$ cat src/rtl/mem_wb_stage.sv
// rtl/mem_wb_stage.sv - MEM->WB stage with valid/ready handshake, flush, forwarding port and bubble counter
// Optional 2-entry skid buffer compiled in with `define MEM_WB_SKID_EN
module mem_wb_stage #(
   parameter int DATA_W = 32,
   parameter int MNEM_W = 6,
   parameter int REG_AW = 5,
   parameter int CNT_W  = 16
) (
   input  logic              clk,
   input  logic              rst,
   input  logic              i_valid,
   output logic              o_ready,
   input  logic [MNEM_W-1:0] i_mnemonic,
   input  logic [REG_AW-1:0] i_rd_addr,
   input  logic [DATA_W-1:0] i_ALUout,
   input  logic              i_rd_wr,
   output logic              o_valid,
   input  logic              i_ready,
   output logic [MNEM_W-1:0] o_mnemonic,
   output logic [REG_AW-1:0] o_rd_addr,
   output logic [DATA_W-1:0] o_ALUout,
   output logic              o_rd_wr,
   input  logic              i_flush,
   output logic              o_fwd_valid,
   output logic [REG_AW-1:0] o_fwd_addr,
   output logic [DATA_W-1:0] o_fwd_data,
   input  logic              i_cnt_clr,
   output logic [CNT_W-1:0]  o_bubble_cnt
);

   typedef enum logic [1:0] {
      EMPTY,
      FULL
`ifdef MEM_WB_SKID_EN
      , SKID
`endif
   } state_t;

   state_t state, state_nx;
   logic   load_main;
   logic   main_we;
   logic   in_we;

   // x0 writes are squashed at capture so nothing downstream has to re-check
   assign in_we = i_rd_wr & (i_rd_addr != '0);

`ifdef MEM_WB_SKID_EN
   logic              load_skid;
   logic              main_from_skid;
   logic [MNEM_W-1:0] skid_mnemonic;
   logic [REG_AW-1:0] skid_rd_addr;
   logic [DATA_W-1:0] skid_ALUout;
   logic              skid_we;
`endif

   always_comb begin
      state_nx  = state;
      load_main = 1'b0;
`ifdef MEM_WB_SKID_EN
      load_skid      = 1'b0;
      main_from_skid = 1'b0;
`endif
      if (i_flush) begin
         state_nx = EMPTY;
      end else begin
         case (state)
            EMPTY: begin
               if (i_valid) begin
                  load_main = 1'b1;
                  state_nx  = FULL;
               end
            end
            FULL: begin
               if (i_ready) begin
                  if (i_valid) load_main = 1'b1;
                  else         state_nx  = EMPTY;
               end
`ifdef MEM_WB_SKID_EN
               else if (i_valid) begin
                  load_skid = 1'b1;
                  state_nx  = SKID;
               end
`endif
            end
`ifdef MEM_WB_SKID_EN
            SKID: begin
               if (i_ready) begin
                  main_from_skid = 1'b1;
                  state_nx       = FULL;
               end
            end
`endif
            default: state_nx = EMPTY;
         endcase
      end
   end

   always_ff @(posedge clk or posedge rst) begin
      if (rst) state <= EMPTY;
      else     state <= state_nx;
   end

   always_ff @(posedge clk or posedge rst) begin
      if (rst) begin
         o_mnemonic <= '0;
         o_rd_addr  <= '0;
         o_ALUout   <= '0;
         main_we    <= 1'b0;
      end else if (load_main) begin
         o_mnemonic <= i_mnemonic;
         o_rd_addr  <= i_rd_addr;
         o_ALUout   <= i_ALUout;
         main_we    <= in_we;
      end
`ifdef MEM_WB_SKID_EN
      else if (main_from_skid) begin
         o_mnemonic <= skid_mnemonic;
         o_rd_addr  <= skid_rd_addr;
         o_ALUout   <= skid_ALUout;
         main_we    <= skid_we;
      end
`endif
   end

`ifdef MEM_WB_SKID_EN
   always_ff @(posedge clk or posedge rst) begin
      if (rst) begin
         skid_mnemonic <= '0;
         skid_rd_addr  <= '0;
         skid_ALUout   <= '0;
         skid_we       <= 1'b0;
      end else if (load_skid) begin
         skid_mnemonic <= i_mnemonic;
         skid_rd_addr  <= i_rd_addr;
         skid_ALUout   <= i_ALUout;
         skid_we       <= in_we;
      end
   end
`endif

   assign o_valid = (state != EMPTY);

`ifdef MEM_WB_SKID_EN
   // Decoded from the state register only, so i_ready never reaches o_ready
   assign o_ready = (state != SKID);
`else
   assign o_ready = ~o_valid | i_ready;
`endif

   assign o_rd_wr     = main_we & o_valid;
   assign o_fwd_valid = o_rd_wr;
   assign o_fwd_addr  = o_rd_addr;
   assign o_fwd_data  = o_ALUout;

   always_ff @(posedge clk or posedge rst) begin
      if (rst)                                 o_bubble_cnt <= '0;
      else if (i_cnt_clr)                      o_bubble_cnt <= '0;
      else if (!o_valid && o_bubble_cnt != '1) o_bubble_cnt <= o_bubble_cnt + CNT_W'(1);
   end

endmodule
$ cat config.mk
export PLATFORM = sky130hd
export DESIGN_NAME = mem_wb_stage
export DESIGN_NICKNAME = d
export VERILOG_FILES = /design/src/rtl/mem_wb_stage.sv
export SDC_FILE = /design/constraint.sdc
export NUM_CORES = 1
export LEC_CHECK = 0
export CORE_ASPECT_RATIO = 0.8
export CORE_MARGIN = 4
export CORE_UTILIZATION = 40
export DETAILED_ROUTE_END_ITERATION = 6
export PLACE_DENSITY = 0.88
export SLEW_MARGIN = 30
export SYNTH_ARGS = -nofsm -noshare
export SYNTH_HDL_FRONTEND = slang
export SYNTH_SLANG_ARGS = --single-unit
$ cat constraint.sdc
create_clock -name clk -period 2.6 [get_ports clk]
set_input_delay 0.78 -clock clk [delete_from_list [all_inputs] [get_ports clk]]
set_output_delay 0.78 -clock clk [all_outputs]
set_load 0.01 [all_outputs]
== Yosys cells after proc, flatten, opt, wreduce, memory -nomap -nowiden ==
Index checks and enable logic that the tools add are counted.
Storage, ports and cells
  flip-flop bits (word level): 62
  output and inout bits: 100
  logic and storage cells: 34
Operators by class
  $add $sub $neg: 1
  equal/unequal tests: 5
  multiplexer cells: 11
  bitwise gates (word level): 4
  reduce and logical (&&, ||, !) cells: 7
Operators with widths (count)
  16-bit 2-to-1 mux: 2
  16-bit by 1-bit adder with 16-bit output (second input constant): 1
  16-bit != test (second input constant): 1
  3-bit != test (second input constant): 3
  2-bit 2-to-1 mux: 4
  5-bit nonzero test: 1
  2-bit one-hot mux with 2 select lines: 1
  2-bit nonzero test: 2
  1-bit 2-to-1 mux: 3
  3-bit AND reduction: 1
  1-bit bitwise AND: 2
  2-bit by 1-bit == test with 1-bit output (second input constant): 1
  2-bit logical NOT: 1
  1-bit one-hot mux with 2 select lines: 1
  1-bit logical AND: 1
  1-bit logical NOT: 1
  1-bit NOT: 1
  1-bit bitwise OR: 1

== Depth between registers and ports, before layout ==
  depth in word-level cells: 5
  gate-level depth with buffers: 6
  gate-level depth less buffers: 5

== Least setup slack after synthesis ==
OpenSTA, ideal clock, no wires.
  kind: input port to flip-flop
  start point: input i_ready
  end point: register o_ALUout[10]
  setup time: 0.125 ns
  arrival time: 1.862 ns
  required time: 2.475 ns
  slack: 0.614 ns
  stages: 5
  path buffers: 2
  cells stage by stage: nor2b_1 -> nor3b_1 -> clkbuf_1 -> buf_2 -> mux2_2
On the way
  cells in the longest elaborated chain, start to end: 3
RTL lines
  start: declaration: line 18  | input logic i_ready,
  1-bit 2-to-1 mux: line 74  | if (i_ready) begin
  1-bit one-hot mux with 2 select lines: line 66  | case (state)
  1-bit 2-to-1 mux: line 63  | if (i_flush) begin
  end signal: assignment: line 112  | o_ALUout <= i_ALUout;
  end: declaration: line 21  | output logic [DATA_W-1:0] o_ALUout,
No other way between the ends.
A chain may end at the register's enable or synchronous reset.

== Worst setup path after layout ==
  start point: input i_ready
  end point: output o_ready
On the way
  cells in the longest elaborated chain, start to end: 1
RTL lines
  1-bit bitwise OR: line 147  | assign o_ready = ~o_valid | i_ready;
  end: declaration: line 12  | output logic o_ready,
No other way between the ends.

==> results.yml <==
status:
  outcome: "complete, no violations"
clocking:
  clkSlewWorstSetupHoldPaths_ns: 0.07
  clockBufferDepth: 2
  cts-buffers-inserted: 9
  cts_tree: "built"
  cts_sinks: 61
  cts_root_buffer: "sky130_fd_sc_hd__clkbuf_8"
  postCtsSetupBuffers: 0
  latest_clock_arrival_within_the_worst_skew_pair_ns: 0.32
  htreeDepth: 3
die:
  chipWidth_um: 105
  placement_rows: 27
  floorplan.io_pins: 150
  initial_core_util_pct: 42.3
  fp.coreArea_um2: 7060
  die_height_um: 85.3
  die-area_um2: 8920
placed_design:
  post-place-cells: 451
  detailed_place_hpwl_um: 5810
  placement.io_buffers: 149
  gp_routability_congestion: 0.932
  detailedPlace.worstSlack_ns: -0.0687
  placed_cell_area_um2: 4330
timing:
  post-route-min-period_ns: 2.45
  max_slew.worst_pin.slew_ns: 0.833
  rsz0062_at_grt: "no"
  holdWs_ns: 0.512
  max-slew-margin-rel_pct: 43.9
  clock-skew-final_ns: 0.00719
  top_achievable_clock_speed_mhz: 409
  timing.final.hold_violations: 0
  setup-violations-final: 0
  pins_over_their_slew_limit: 0
  post_route_fraction_of_the_period_consumed_by_the_critical_path_pct: 94.1
  final_critical_path_setup_slack_ns: 0.154
layout:
  area_delta_synth_final_pct: 51.7
  design.final.nets: 426
  drive_above_1_share_pct: 19.3
  antenna_cells_inserted: 0
  stdcell_count: 466
  fillerInstances: 550
  final_area_um2: 4530
power_and_ir_drop:
  power.density_nw_per_um2: 648
  static-leakage-power_nw: 1.80
  finalPower_w: 0.00293
  vdd_drop_max_mv: 0.393
setup_path:
  cp.required_ns: 1.82
  critPathLaunchType: "input port"
  endpoint_kind: "output port"
  critical_path_class: "in -> out"
  worst_ep_arrival_time_ns: 1.67
  timing.critical_path.fanout_max: 2
routing:
  avgViaCountPerCell: 5.28
  detail-route-antenna-nets: 0
  initialDrtViolationCount: 230
  wirelength_um: 7800
  drc_violation_count_after_routing: 0
  num_vias: 2462
  drt_pass1_iterations: 4
  wire_per_inst_um: 16.7
synthesis:
  netlist-cell-type-count: 40
  largest_family_of_logic_cells_by_synthesized_area: "multiplexers"
  synthFlopType: "sky130_fd_sc_hd__dfrtp_1"
  synthesis.area_um2: 2990
  synth_seq_area_share_pct: 51.1
  synth_nets: 306
  syn_inst: 255
  ys_ff_latch: 61
  synthMuxAreaShare_pct: 17.4
  synth-simple-area-share_pct: 12.4
  synth-xor-area-share_pct: 0
  synth_compound_area_share_pct: 6.54
  synth.avg_cell_area_um2: 11.7
  synth-adder-area-share_pct: 0.419
  synth_enable_flop_cells: 0
  ys_async_sr_fraction_pct: 100
  ys_warnings: 0
grt:
  initial_antenna_violation_count: 0
  pin_count_of_the_biggest_net_entering_global_routing: 62
  gr-total-overflow: 0
  grt_usage_pct: 17.5
  grt_first_pass_wirelength_um: 12600
  first_global_vias: 2537
worst_hold_path:
  min_path_type: "reg -> reg"
flow_run:
  maxCapViolations: 0
-- cell usage after synthesis (2+ instances only) --
cell type / count / area, µm²
sky130_fd_sc_hd__a21oi_1: 6 / 30.0
sky130_fd_sc_hd__nor3_1: 2 / 10.0
sky130_fd_sc_hd__buf_2: 4 / 20.0
sky130_fd_sc_hd__o211ai_1: 2 / 15.0
sky130_fd_sc_hd__nor2_1: 10 / 37.5
sky130_fd_sc_hd__nor2b_1: 7 / 43.8
sky130_fd_sc_hd__buf_4: 39 / 293
sky130_fd_sc_hd__mux2_2: 46 / 518
sky130_fd_sc_hd__nand2_1: 8 / 30.0
sky130_fd_sc_hd__a211oi_1: 2 / 15.0
sky130_fd_sc_hd__o31ai_1: 3 / 22.5
sky130_fd_sc_hd__inv_1: 7 / 26.3
sky130_fd_sc_hd__nand3_1: 13 / 65.1
sky130_fd_sc_hd__clkbuf_1: 2 / 7.51
sky130_fd_sc_hd__dfrtp_1: 61 / 1530
sky130_fd_sc_hd__nor3b_1: 2 / 15.0
sky130_fd_sc_hd__o21ai_0: 4 / 20.0
sky130_fd_sc_hd__or3_1: 2 / 12.5
sky130_fd_sc_hd__nor4_1: 3 / 18.8
sky130_fd_sc_hd__or4_1: 9 / 67.6
sky130_fd_sc_hd__o41ai_1: 2 / 17.5
sky130_fd_sc_hd__o31a_1: 2 / 17.5
sky130_fd_sc_hd__and3_1: 2 / 12.5
-- report_power, final --
group	switching [W]	internal (W)
Sequential	0.000111	0.00108
Combinational	0.000320	0.000576
Clock	0.000359	0.000486
-- stage by stage --
| stage | setup TNS (ns) | util [%] |
|---|---|---|
| floorplan | 0 | - |
| finish | 0 | 64.1 |
| detailed placement | -0.0687 | 61.3 |
| global placement | -0.0357 | 61.3 |
| global route | 0 | 64.1 |
| CTS | 0 | 64.1 |
-- flip-flops by register name (all words and copies together), names as in the netlist --
signal        cells
o_ALUout         32
o_bubble_cnt     16
o_mnemonic        6
state             1
main_we           1
o_fwd_addr        5
-- placed cells by master, fill, tap and decap left out, types with 2 or more instances in the layout --
cell type / instances
sky130_fd_sc_hd__a211oi_1: 2
sky130_fd_sc_hd__a21oi_1: 6
sky130_fd_sc_hd__and3_1: 2
sky130_fd_sc_hd__buf_12: 2
sky130_fd_sc_hd__buf_4: 5
sky130_fd_sc_hd__clkbuf_8: 11
sky130_fd_sc_hd__clkdlybuf4s50_1: 148
sky130_fd_sc_hd__clkinv_2: 2
sky130_fd_sc_hd__dfrtp_1: 61
sky130_fd_sc_hd__inv_1: 6
sky130_fd_sc_hd__mux2_2: 46
sky130_fd_sc_hd__nand2_1: 8
sky130_fd_sc_hd__nand3_1: 13
sky130_fd_sc_hd__nor2_1: 10
sky130_fd_sc_hd__nor2b_1: 7
sky130_fd_sc_hd__nor3_1: 2
sky130_fd_sc_hd__nor4_1: 3
sky130_fd_sc_hd__o211ai_1: 2
sky130_fd_sc_hd__o21ai_0: 4
sky130_fd_sc_hd__o31a_1: 2
sky130_fd_sc_hd__o31ai_1: 3
sky130_fd_sc_hd__o41ai_1: 2
sky130_fd_sc_hd__or3_1: 2
sky130_fd_sc_hd__or4_1: 9
-- metal layers --
metal  global-route usage [%]  routed length [µm]  vias up
li1                         -                   -     1128
met1                     20.1                3180     1198
met2                     29.7                3860      124
met3                     6.77                 627       12
met4                     6.44                 131        0
met5                        0                   0        -
-- layout make-up --
class,count,area (µm²),area share [%]
repair buffers,156,1570,34.6
clock buffers,11,151,3.34
multi-input cells,140,1100,24.3
clock inverters,4,47.5,1.05
inverters,7,26.3,0.580
well taps,87,109,2.40
flip-flops and latches,61,1530,33.7
-- critical path: stages --
cell and delay, ns:
sky130_fd_sc_hd__clkdlybuf4s50_1 0.40, sky130_fd_sc_hd__nor2b_1 0.14, sky130_fd_sc_hd__inv_1 0.05, sky130_fd_sc_hd__dlygate4sd2_1 0.28
-- final timing paths --
kind,from,end,slack [ns],cells past startpoint
setup / recovery,i_ready,o_ready,0.15,4
hold / removal,o_mnemonic[5],o_mnemonic[5],0.51,1
max in group asynchronous,rst,o_bubble_cnt[12],1.51,3
hold reg to reg,o_mnemonic[5],o_mnemonic[5],0.51,1
min in group asynchronous,rst,o_ALUout[9],0.84,3
setup reg to reg,o_bubble_cnt[1],o_bubble_cnt[11],0.63,5
-- cell families (layout without fill, tap and decap cells) --
logic type / after synthesis / in the layout
buf+inv: 54 / 178
flops: 61 / 61
compound gates: 28 / 28
fa+ha+maj: 1 / 1
mux: 46 / 46
simple gates: 65 / 65
-- repair_timing --
item / CTS / global route
gates resized for setup: 1 / 0
hold buffers: 0 / 0
endpoints found under the setup margin: 1 / 0
(Power assumes the default switching activity.)
